==> config.mk <==
export PLATFORM = sky130hd
export DESIGN_NAME = servo_pwm_out
export DESIGN_NICKNAME = d
export VERILOG_FILES = /design/src/rtl/servo_pwm_out.sv
export SDC_FILE = /design/constraint.sdc
export NUM_CORES = 1
export LEC_CHECK = 0
export ABC_CLOCK_PERIOD_IN_PS = 2900
export CAP_MARGIN = 40
export CORE_MARGIN = 4
export CORE_UTILIZATION = 30
export CTS_BUF_LIST = sky130_fd_sc_hd__clkbuf_4
export CTS_CLUSTER_DIAMETER = 30
export DETAILED_ROUTE_END_ITERATION = 6
export GPL_TIMING_DRIVEN = 0
export PLACE_DENSITY = 0.45
export SETUP_SLACK_MARGIN = 0.2
export SLEW_MARGIN = 15
export SYNTH_ARGS = -nofsm -noshare
export SYNTH_HDL_FRONTEND = slang
export SYNTH_SLANG_ARGS = --single-unit
==> constraint.sdc <==
create_clock -name clk -period 2.9 [get_ports clk]
set_clock_uncertainty 0.05 [all_clocks]
set_input_delay 0.58 -clock clk [delete_from_list [all_inputs] [get_ports clk]]
set_output_delay 0.58 -clock clk [all_outputs]
set_load 0.05 [all_outputs]
==> src/rtl/servo_pwm_out.sv <==
// Fixed-period RC-servo PWM generator: resynchronises, clamps and applies the width command at period boundaries.
// Optional per-period slew limiting is built when SERVO_SLEW_EN is defined.
module servo_pwm_out #(
    parameter int TICK_DIV  = 100,
    parameter int PERIOD_US = 20000,
    parameter int MIN_US    = 800,
    parameter int MAX_US    = 2300,
    parameter int INIT_US   = 1500,
    parameter int SLEW_US   = 40
) (
    input  logic        clk,
    input  logic        rst_n,
    input  logic        enable,
    input  logic [14:0] thres_in,
    output logic        pwm_out,
    output logic        period_start,
    output logic [14:0] active_thres,
    output logic        running
);
    localparam int            PW       = (TICK_DIV > 1) ? $clog2(TICK_DIV) : 1;
    localparam logic [PW-1:0] PRE_LAST = PW'(TICK_DIV - 1);
    localparam logic [14:0]   US_LAST  = 15'(PERIOD_US - 1);
    localparam logic [14:0]   MIN_W    = 15'(MIN_US);
    localparam logic [14:0]   MAX_W    = 15'(MAX_US);
    localparam logic [14:0]   INIT_W   = 15'(INIT_US);

    typedef enum logic [0:0] {
        IDLE = 1'b0,
        RUN  = 1'b1
    } state_t;

    state_t        state_q, state_d;
    logic [14:0]   s1_q, s2_q;
    logic [14:0]   target_q, target_d;
    logic [PW-1:0] pre_q, pre_d;
    logic [14:0]   us_q, us_d;
    logic [14:0]   act_q, act_d;
    logic          pwm_q, pwm_d;
    logic          ps_q, ps_d;
    logic          tick_s;
    logic [14:0]   next_width_s;

    function automatic logic [14:0] clamp_width(input logic [14:0] v);
        logic [14:0] r;
        if (v < MIN_W) begin
            r = MIN_W;
        end else if (v > MAX_W) begin
            r = MAX_W;
        end else begin
            r = v;
        end
        return r;
    endfunction

    // Result always lies between cur and tgt, so it stays inside the clamped range.
    function automatic logic [14:0] slew_step(input logic [14:0] cur, input logic [14:0] tgt);
        logic signed [15:0] diff;
        logic signed [15:0] step;
        logic signed [15:0] res;
        diff = $signed({1'b0, tgt}) - $signed({1'b0, cur});
        step = $signed(16'(SLEW_US));
        if (diff > step) begin
            res = $signed({1'b0, cur}) + step;
        end else if (diff < -step) begin
            res = $signed({1'b0, cur}) - step;
        end else begin
            res = $signed({1'b0, tgt});
        end
        return res[14:0];
    endfunction

`ifdef SERVO_SLEW_EN
    assign next_width_s = slew_step(act_q, target_q);
`else
    assign next_width_s = target_q;
`endif

    // Target only follows the synchroniser when both stages agree, filtering mid-update bus values.
    always_comb begin
        target_d = target_q;
        if (s1_q == s2_q) begin
            target_d = clamp_width(s2_q);
        end else begin
            target_d = target_q;
        end
    end

    // Two-flop resynchroniser and coherent target register.
    always_ff @(posedge clk or negedge rst_n) begin
        if (!rst_n) begin
            s1_q     <= INIT_W;
            s2_q     <= INIT_W;
            target_q <= INIT_W;
        end else begin
            s1_q     <= thres_in;
            s2_q     <= s1_q;
            target_q <= target_d;
        end
    end

    // Next-state, counters and registered outputs; width is reloaded only at period boundaries.
    always_comb begin
        state_d = state_q;
        pre_d   = pre_q;
        us_d    = us_q;
        act_d   = act_q;
        pwm_d   = 1'b0;
        ps_d    = 1'b0;
        tick_s  = (state_q == RUN) && (pre_q == PRE_LAST);
        case (state_q)
            IDLE: begin
                pre_d = '0;
                us_d  = '0;
                if (enable) begin
                    state_d = RUN;
                    act_d   = next_width_s;
                    ps_d    = 1'b1;
                    pwm_d   = 1'b1;
                end else begin
                    state_d = IDLE;
                end
            end
            RUN: begin
                pre_d = tick_s ? '0 : pre_q + PW'(1);
                if (tick_s && (us_q == US_LAST)) begin
                    us_d = '0;
                    if (enable) begin
                        act_d = next_width_s;
                        ps_d  = 1'b1;
                        pwm_d = 1'b1;
                    end else begin
                        state_d = IDLE;
                        pwm_d   = 1'b0;
                    end
                end else begin
                    us_d  = tick_s ? us_q + 15'd1 : us_q;
                    pwm_d = (us_d < act_q);
                end
            end
            default: begin
                state_d = IDLE;
                pre_d   = '0;
                us_d    = '0;
            end
        endcase
    end

    // State, counter and output registers.
    always_ff @(posedge clk or negedge rst_n) begin
        if (!rst_n) begin
            state_q <= IDLE;
            pre_q   <= '0;
            us_q    <= 15'd0;
            act_q   <= INIT_W;
            pwm_q   <= 1'b0;
            ps_q    <= 1'b0;
        end else begin
            state_q <= state_d;
            pre_q   <= pre_d;
            us_q    <= us_d;
            act_q   <= act_d;
            pwm_q   <= pwm_d;
            ps_q    <= ps_d;
        end
    end

    assign pwm_out      = pwm_q;
    assign period_start = ps_q;
    assign active_thres = act_q;
    assign running      = (state_q == RUN);

endmodule
# Yosys cells after proc, flatten, opt, wreduce, memory -nomap -nowiden
# Index checks and enable logic that the tools add are counted.
[totals]
input_bits = 18
word_cells = 38
ff_bits = 85
output_inout_bits = 18
[classes]
muxes = 17
addsub = 2
order_cmp = 3
n_bitwise = 1
n_reduce_logical = 2
n_eq_ne = 4
[ops]
columns = ["cell", "count"]
rows = [
  ["two-way mux 15 bit", 6],
  ["case mux 15 bit (2 select lines)", 2],
  ["adder 15 x 1 -> 15 bit (second input constant)", 1],
  ["== test 15 bit", 1],
  ["== test 15 bit (second input constant)", 1],
  ["> comparator 15 x 12 -> 1 bit (second input constant)", 1],
  ["less-than comparator 15 x 10 -> 1 bit (second input constant)", 1],
  ["less-than comparator 15 bit", 1],
  ["case mux 7 bit (2 select lines)", 1],
  ["adder 7 x 1 -> 7 bit (second input constant)", 1],
  ["== test 7 bit (second input constant)", 1],
  ["two-way mux 7 bit", 1],
  ["case mux 1 bit (2 select lines)", 3],
  ["two-way mux 1 bit", 4],
  ["logical AND 1 bit", 2],
  ["!= test 2 x 1 -> 1 bit (second input constant)", 1],
  ["inverter 1 bit", 1],
]

# Logic depth before layout (Yosys ltp)
# Gate-level depths: netlist of the first run.
[depth]
ltp_word = 6
ltp_mapped = 12
mapped_depth_nobuf = 11

# Worst setup path before layout of the first run
# OpenSTA, ideal clock, no wires.
[synth_timing]
path_type = "flip-flop to flip-flop"
from = "reg state_q, in the netlist running"
to = "reg pwm_q, in the netlist pwm_out"
setup_slack_ns = 0.167
stages_incl_launch_ff = 12
required_ns = 2.740
arrival_time_ns = 2.573
synth_period_minus_slack_ns = 2.733
path_buffers = 1
setup_ns = 0.110
path_cell_list = "dfrtp_1 and4bb_4 and2_1 clkbuf_1 nand4_1 xnor2_1 ha_1 a21oi_1 o21ai_0 a21oi_1 nor2_1 o41ai_1"
[synth_between]
elab_chain_len = 5
elab_cells_between_ends = 7
cone_classes = "order compare (1); mux (3); bitwise (1); reduce/logical (2)"
[synth_lines]
columns = ["item", "line", "rtl"]
rows = [
  ["start: declaration", "32", "state_t state_q, state_d;"],
  ["start signal: assignment", "158", "state_q <= state_d;"],
  ["logical AND 1 bit", "109", "tick_s = (state_q == RUN) && (pre_q == PRE_LAST);"],
  ["two-way mux 15 bit", "136", "us_d = tick_s ? us_q + 15'd1 : us_q;"],
  ["less-than comparator 15 bit", "137", "pwm_d = (us_d < act_q);"],
  ["two-way mux 1 bit", "125", "if (tick_s && (us_q == US_LAST)) begin"],
  ["case mux 1 bit (2 select lines) *", "110", "case (state_q)"],
  ["named net pwm_d", "38", "logic pwm_q, pwm_d;"],
  ["end signal: assignment", "162", "pwm_q <= pwm_d;"],
  ["end: declaration", "38", ""],
]
# The timed path passes the listed nets; every way through them passes the cells marked *.
# A chain may end at the register's enable or synchronous reset.

# Worst setup path after layout of the first run
[layout_timing]
from = "reg pre_q[1]"
to = "reg pwm_q, in the netlist pwm_out"
[layout_between]
elab_chain_len = 6
elab_cells_between_ends = 7
cone_classes = "order compare (1); eq/ne (1); mux (3); reduce/logical (2)"
[layout_lines]
columns = ["item", "line", "rtl"]
rows = [
  ["start: declaration", "35", "logic [PW-1:0] pre_q, pre_d;"],
  ["start signal: assignment", "159", "pre_q <= pre_d;"],
  ["== test 7 bit *", "109", ""],
  ["logical AND 1 bit *", "109", ""],
  ["two-way mux 15 bit", "136", ""],
  ["less-than comparator 15 bit", "137", ""],
  ["two-way mux 1 bit *", "125", ""],
  ["case mux 1 bit (2 select lines) *", "110", ""],
  ["named net pwm_d", "38", ""],
]
# Marks and branches as above.

==> results of run 1 <==
## report_power, final
group	internal, W	switching [W]	total [W]
clock	0.000291	0.000396	0.000688
sequential	0.00122	0.0000193	0.00124
combinational	0.0000366	0.0000369	0.0000735
## Yosys cell counts, types with 2 or more instances
master,count
dfrtp_1,57
dfstp_2,28
inv_1,23
nand2_1,22
xor2_1,22
nor2_1,18
ha_1,16
o21ai_0,12
xnor2_1,12
nor2b_1,11
a21oi_1,9
mux2_2,8
mux2_4,8
nand4_1,8
nor3_1,7
and2_1,5
and2b_1,5
nor4_1,5
and3_1,4
clkbuf_1,4
nand3_1,4
o41ai_1,3
nor4b_1,2
or2_2,2
## cell families (layout without fill, tap and decap cells)
kind of cell	count (synthesis)	count (layout)	share of synthesized area, %
compound gates	32	32	5.41
xor+xnor	34	34	7.90
fa+ha+maj	16	16	5.31
buf+inv	29	87	3.09
flops	85	85	57.4
mux	16	16	5.58
simple gates	102	102	15.3
## state kept, by name, indices dropped and copies added (netlist names)
register and count:
period_start 1, active_thres 15, us_q 15, pre_q 7, running 1, pwm_out 1
s1_q 15, next_width_s 15, s2_q 15
## per-layer routing
layer | share of wire (%) | vias to the layer above | wire length, µm
met5 | 0 | - | 0
met4 | 1.3 | 0 | 95
met3 | 3.7 | 11 | 270
met2 | 52 | 33 | 3740
met1 | 43 | 1147 | 3130
li1 | - | 1173 | -
## per-stage QoR
stage               worst slack (ns)  cell area [µm²]  util, %  instances
global route                 0.00373             4600     37.8        540
detailed placement            -0.223             4360     35.8        518
CTS                            0.135             4580     37.7        539
finish                         0.222             4600     37.8        540
global placement               -2.29             4330     35.6        517
floorplan                      0.344             3770        -        314
## timing repair
action / 4_1_cts / 5_1_grt
pin swaps: 6 / 3
setup buffers: 5 / 1
resized for setup: 11 / 4
setup endpoints to repair: 1 / 1
## cell type report
cell class / instances / area (µm²) / share of cell area, %
clock buffer: 12 / 90.1 / 1.96
buffer: 6 / 31.3 / 0.680
multi-input combinational: 200 / 1550 / 33.6
sequential: 85 / 2170 / 47.1
tap: 168 / 210 / 4.57
timing repair buffer: 42 / 420 / 9.14
clock inverter: 4 / 50.0 / 1.09
inverter: 23 / 86.3 / 1.88
## worst max-delay path by stage
stage / end / startpoint / cells past startpoint
6_report: pwm_out / pre_q[1] / 12
4_1_cts: pwm_out / pre_q[1] / 12
3_3_place_gp: running / rst_n / 1
5_1_grt: pwm_out / pre_q[1] / 11
3_5_place_dp: pwm_out / pre_q[0] / 11
2_1_floorplan: pwm_out / running / 11
==> reports/metrics.yaml, run 1 <==
global_route:
  grt_use_total_pct: 11.1
  grt_pass1_vias: 2570
  grt_overflow: 0
  top_usage_layer: "met2"
  use_met3_pct: 4.34
  grt_antenna_before_repair: 0
  grt_pass1_wl_um: 12500
  grt_util_met1_pct: 12.6
  grt_max_degree: 44
  use_met2_pct: 19.4
floorplanning:
  rows: 40
  fp.dieH_um: 120
  core_area_um2: 12200
  start_util_pct: 31.0
  io_pins: 36
  die_x_um: 120
  die-area_um2: 14400
setup_path:
  ff2ff_setup_slack_ns: 0.22
  cp.required_ns: 3.16
  crit_top_cell: "nand4_1"
  critPathTopFamily: "simple AND/OR/NAND/NOR gates"
  cp.arrival_ns: 2.94
  worstPathCellList: "ha_2 -> and3b_2 -> nand4_1 -> buf_4 -> nor3_2 -> xnor2_1 -> ha_1 -> nand4_1 -> nor4_2 -> o21ai_1 -> a21oi_2 -> o41ai_2"
  critPathBufInv: 1
  path_class: "flip-flop to flip-flop"
  startpoint_type: "flip-flop"
  cp-end-kind: "flip-flop"
  max_stage_delay_ns: 0.38
  crit_path_max_fanout: 4
  reg2reg_depth: 12
  reg2reg_from: "pre_q[1]"
  critPathSlowestCell: "dfrtp_1"
  r2r_end: "pwm_out"
placement:
  gp_routability_congestion: 0.714
  hpwlAfterDp_um: 5350
  port-buffer-count: 35
timing:
  fin_hold_ws_ns: 0.0562
  period_needed_ns: 2.68
  max_freq_ghz: 0.373
  period_share_pct: 92.3
  hold_violations: 0
  tns_ns: 0
  finalSetupViolations: 0
  grt_setup_unrepaired: "true"
  worst_slew_pin_slew_ns: 0.566
  relSlewSlack_pct: 62.2
  finalMaxSlewViolations: 0
clock_tree:
  cts_buffer_depth: 2
  cts_htree_levels: 3
  tritoncts.num_buffers: 9
  cts_hold_buf: 0
  cts.sinks: 85
  clkLatencyLatePin_ns: 0.44
  cts.clk_slew.worst_paths_ns: 0.13
  clockRootBuffer: "clkbuf_4"
  cts_tree: "built"
route:
  drt-vias-per-instance: 4.38
  avgRoutedWirePerCell_um: 13.4
  postRouteAntennaNets: 0
  drc: 0
  drtIter0Drc: 82
  drt_wl_total_um: 7240
  drt_pre_antenna_iters: 4
  vias: 2364
power:
  power.density_nw_per_um2: 434
  peakVddDrop_mv: 0.293
  power.total_w: 0.00200
  leakagePower_nw: 2.05
layout:
  drive_above_1_share_pct: 24.5
  area_delta_synth_final_pct: 22.1
  fill_cells: 1229
  final_nets: 401
  final_cell_mix: "dfrtp_1, clkdlybuf4s50_1, dfstp_2"
  n_antenna_cell: 0
  layout_commonest_cell: "dfrtp_1"
yosys:
  synthFlopType: "dfrtp_1"
  synthDistinctLibCells: 43
  synth_top_cell_by_area: "dfrtp_1"
  synth.top_cell.area_share_pct: 37.8
  yosysWarnings: 0
  synth-seq-cells: 85
  synth-edff-count: 0
  syn_inst: 314
  syn_avg_cell_area_um2: 12.0
  ys_seq_area_share_pct: 57.4
  syn-cell-area_um2: 3770
  synthArstFlopShare_pct: 100
  syn_nets: 348
  synth.top_cells.by_area: "dfrtp_1, dfstp_2, ha_1"
outcome:
  status: "completed"
hold_path:
  min_path_type: "primary input to async pin"
job:
  drv_cap: 0
Note: power is estimated with default switching activity, not from simulation.
==> run 2, diff against run 1 <==
- CELL_PAD_IN_SITES_DETAIL_PLACEMENT: default -> 1
- CELL_PAD_IN_SITES_GLOBAL_PLACEMENT: default -> 2
- PLACE_DENSITY: 0.45 -> 0.62
==> run 2 against run 1 <==
Effect of this change:
- count of clock-buffer cells in the layout shrank 1
- wire length grew 8.7%
- hold slack is essentially flat
- combinational power shrank 0.5%
- non-clock buffer count increased by 2
- sequential power about the same
- via count up 0.76%
- critical path depth did not move
- die area did not move
- power down 4.1%
- largest power group unchanged
- highest routed layer unchanged
==> reports/metrics.yaml, run 2 (synthesis results as in run 1) <==
hold_path:
  min_path_type: "primary input to async pin"
route:
  routed-wl-met3_um: 293  # +8.5%
  vias: 2382  # +0.76%
  top_layer: "met4"
  met1_length_um: 3390  # +8.4%
  drc: 0  # unchanged
  drt-vias-per-instance: 4.39  # +0.39%
  routed-wl-met2_um: 4100  # +9.6%
  drtIter0Drc: 81  # -1.2%
  drt_pre_antenna_iters: 4  # unchanged
  postRouteAntennaNets: 0  # unchanged
  avgRoutedWirePerCell_um: 14.5  # +8.3%
  drt_wl_total_um: 7870  # +8.7%
clock_tree:
  tritoncts.num_buffers: 9  # unchanged
  cts.clk_slew.worst_paths_ns: 0.13  # about the same
  cts_htree_levels: 3  # unchanged
  cts_buffer_depth: 2  # unchanged
  clockRootBuffer: "clkbuf_4"
  cts.sinks: 85  # unchanged
  clkLatencyLatePin_ns: 0.45  # about the same
  cts_tree: "built"
  cts_hold_buf: 0  # unchanged
setup_path:
  reg2reg_depth: 12  # unchanged
  cp.required_ns: 3.18  # +0.02 ns
  cp.arrival_ns: 2.95  # about the same
  max_stage_delay_ns: 0.38  # about the same
  startpoint_type: "flip-flop"
  critPathBufInv: 1  # unchanged
  reg2reg_from: "pre_q[1]"
  cp-end-kind: "flip-flop"
  worstPathCellList: "ha_2 -> and3b_2 -> and2_4 -> clkbuf_8 -> nand4_1 -> xnor2_2 -> ha_1 -> a21oi_1 -> o21ai_0 -> a21oi_1 -> nor2_1 -> o41ai_2"
  critPathTopFamily: "compound AO/OA/AOI/OAI gates"
  crit_path_max_fanout: 6  # +2
  path_class: "flip-flop to flip-flop"
  crit_top_cell: "a21oi_1"
  critPathSlowestCell: "dfrtp_1"
  critPathLaunch: "pre_q[1]"
  path_depth: 12  # unchanged
layout:
  fill_cells: 1340  # +9.0%
  area_delta_synth_final_pct: 23.1
  layout.cells.non_filler: 542  # +0.37%
  final_nets: 403  # +0.50%
  drive_above_1_share_pct: 25.7  # +1.2 points
  final_cell_mix: "dfrtp_1, clkdlybuf4s50_1, dfstp_2"
  n_antenna_cell: 0  # unchanged
  layout_commonest_cell: "dfrtp_1"
timing:
  worst_slew_pin_slew_ns: 0.577  # +0.0109 ns
  finalMaxSlewViolations: 0  # unchanged
  period_needed_ns: 2.67  # -0.0117 ns
  period_share_pct: 91.9  # -0.40 points
  max_freq_ghz: 0.375  # +0.44%
  hold_violations: 0  # unchanged
  finalSetupViolations: 0  # unchanged
  grt_setup_unrepaired: "true"
  relSlewSlack_pct: 61.5  # -0.73 points
  tns_ns: 0  # unchanged
placement:
  hpwlAfterDp_um: 5810  # +8.6%
  port-buffer-count: 35  # unchanged
  gp_routability_congestion: 0.719  # +0.64%
  dp.cells: 518  # unchanged
power:
  peakVddDrop_mv: 0.275  # -6.0%
  power.density_nw_per_um2: 413  # -4.8%
  leakagePower_nw: 2.09  # +2.2%
global_route:
  grt_antenna_before_repair: 0  # unchanged
  grt_max_degree: 45  # +2.3%
  grt_pass1_vias: 2717  # +5.7%
  grt_overflow: 0  # unchanged
  grt_use_total_pct: 12.5  # +1.3 points
  grt_pass1_wl_um: 14000  # +12%
outcome:
  status: "completed"
floorplanning:
  start_util_pct: 31.0  # unchanged
  core_area_um2: 12200  # unchanged
  rows: 40  # unchanged
  die_x_um: 120  # unchanged
  die-area_um2: 14400  # unchanged
  io_pins: 36  # unchanged
  fp.dieH_um: 120  # unchanged
job:
  drv_cap: 0  # unchanged
## run 2: power by group
part           leakage [nW]   total, W  switching [W]  internal [W]
combinational          1.00  0.0000731      0.0000376     0.0000355
sequential             1.03    0.00124      0.0000190       0.00122
clock                0.0611   0.000607       0.000410      0.000197
total                  2.09    0.00192       0.000467       0.00145
## run 2: cell type report
type                    instances  area [µm²]  area share [%]
flip-flops and latches         85        2160            46.7
plain buffers                   6        40.0           0.863
clock buffers                  11        82.6            1.78
inverters                      23        86.3            1.86
clock inverters                 5        36.3           0.782
well taps                     168         210            4.53
multi-input cells             200        1590            34.3
repair buffers                 44         428            9.22
## run 2: worst register-to-register path: cells and delay by family, from the launching register on
kind / cells / cell delay (ns)
flip-flops: 1 / 0.38
AND/OR/NAND/NOR: 4 / 0.61
XOR/XNOR: 1 / 0.17
buffers and inverters: 1 / 0.14
AO/OA/AOI/OAI: 4 / 0.75
adder cells (fa/ha/maj): 2 / 0.47
## run 2: path summary, 6_finish.rpt
kind | endpoint | slack [ns]
worst max-delay path | pwm_out | 0.23
worst min-delay path | pre_q[4] | 0.06
worst max register to register | pwm_out | 0.23
worst min register to register | s2_q[6] | 0.33
max in group asynchronous | s2_q[10] | 2.05
min in group clk | s2_q[6] | 0.33
## run 2: what timing repair did
item | CTS | global route
pin swaps | 7 | 2
gates resized for setup | 21 | 2
endpoints found under the setup margin | 1 | 1
setup buffers | 8 | 0
## run 2: stage by stage
| stage | util, % | hold WS, ns | setup slack [ns] | power [W] | cell area [µm²] |
|---|---|---|---|---|---|
| after floorplan | - | 0.234 | 0.344 | 0.00127 | 3770 |
| after global placement | 35.6 | 0.313 | -2.22 | 0.00133 | 4330 |
| after detailed placement | 35.8 | 0.313 | -0.242 | 0.00133 | 4350 |
| after CTS | 38.0 | 0.0278 | 0.200 | 0.00197 | 4630 |
| after global routing | 38.1 | 0.0546 | 0.0273 | 0.00203 | 4640 |
| final | 38.1 | 0.0567 | 0.234 | 0.00192 | 4640 |
## run 2: routing by layer
layer,track usage [%],vias to the layer above
li1,-,1169
met1,14.7,1168
met2,21.4,37
met3,4.38,8
met4,3.58,0
met5,0,-
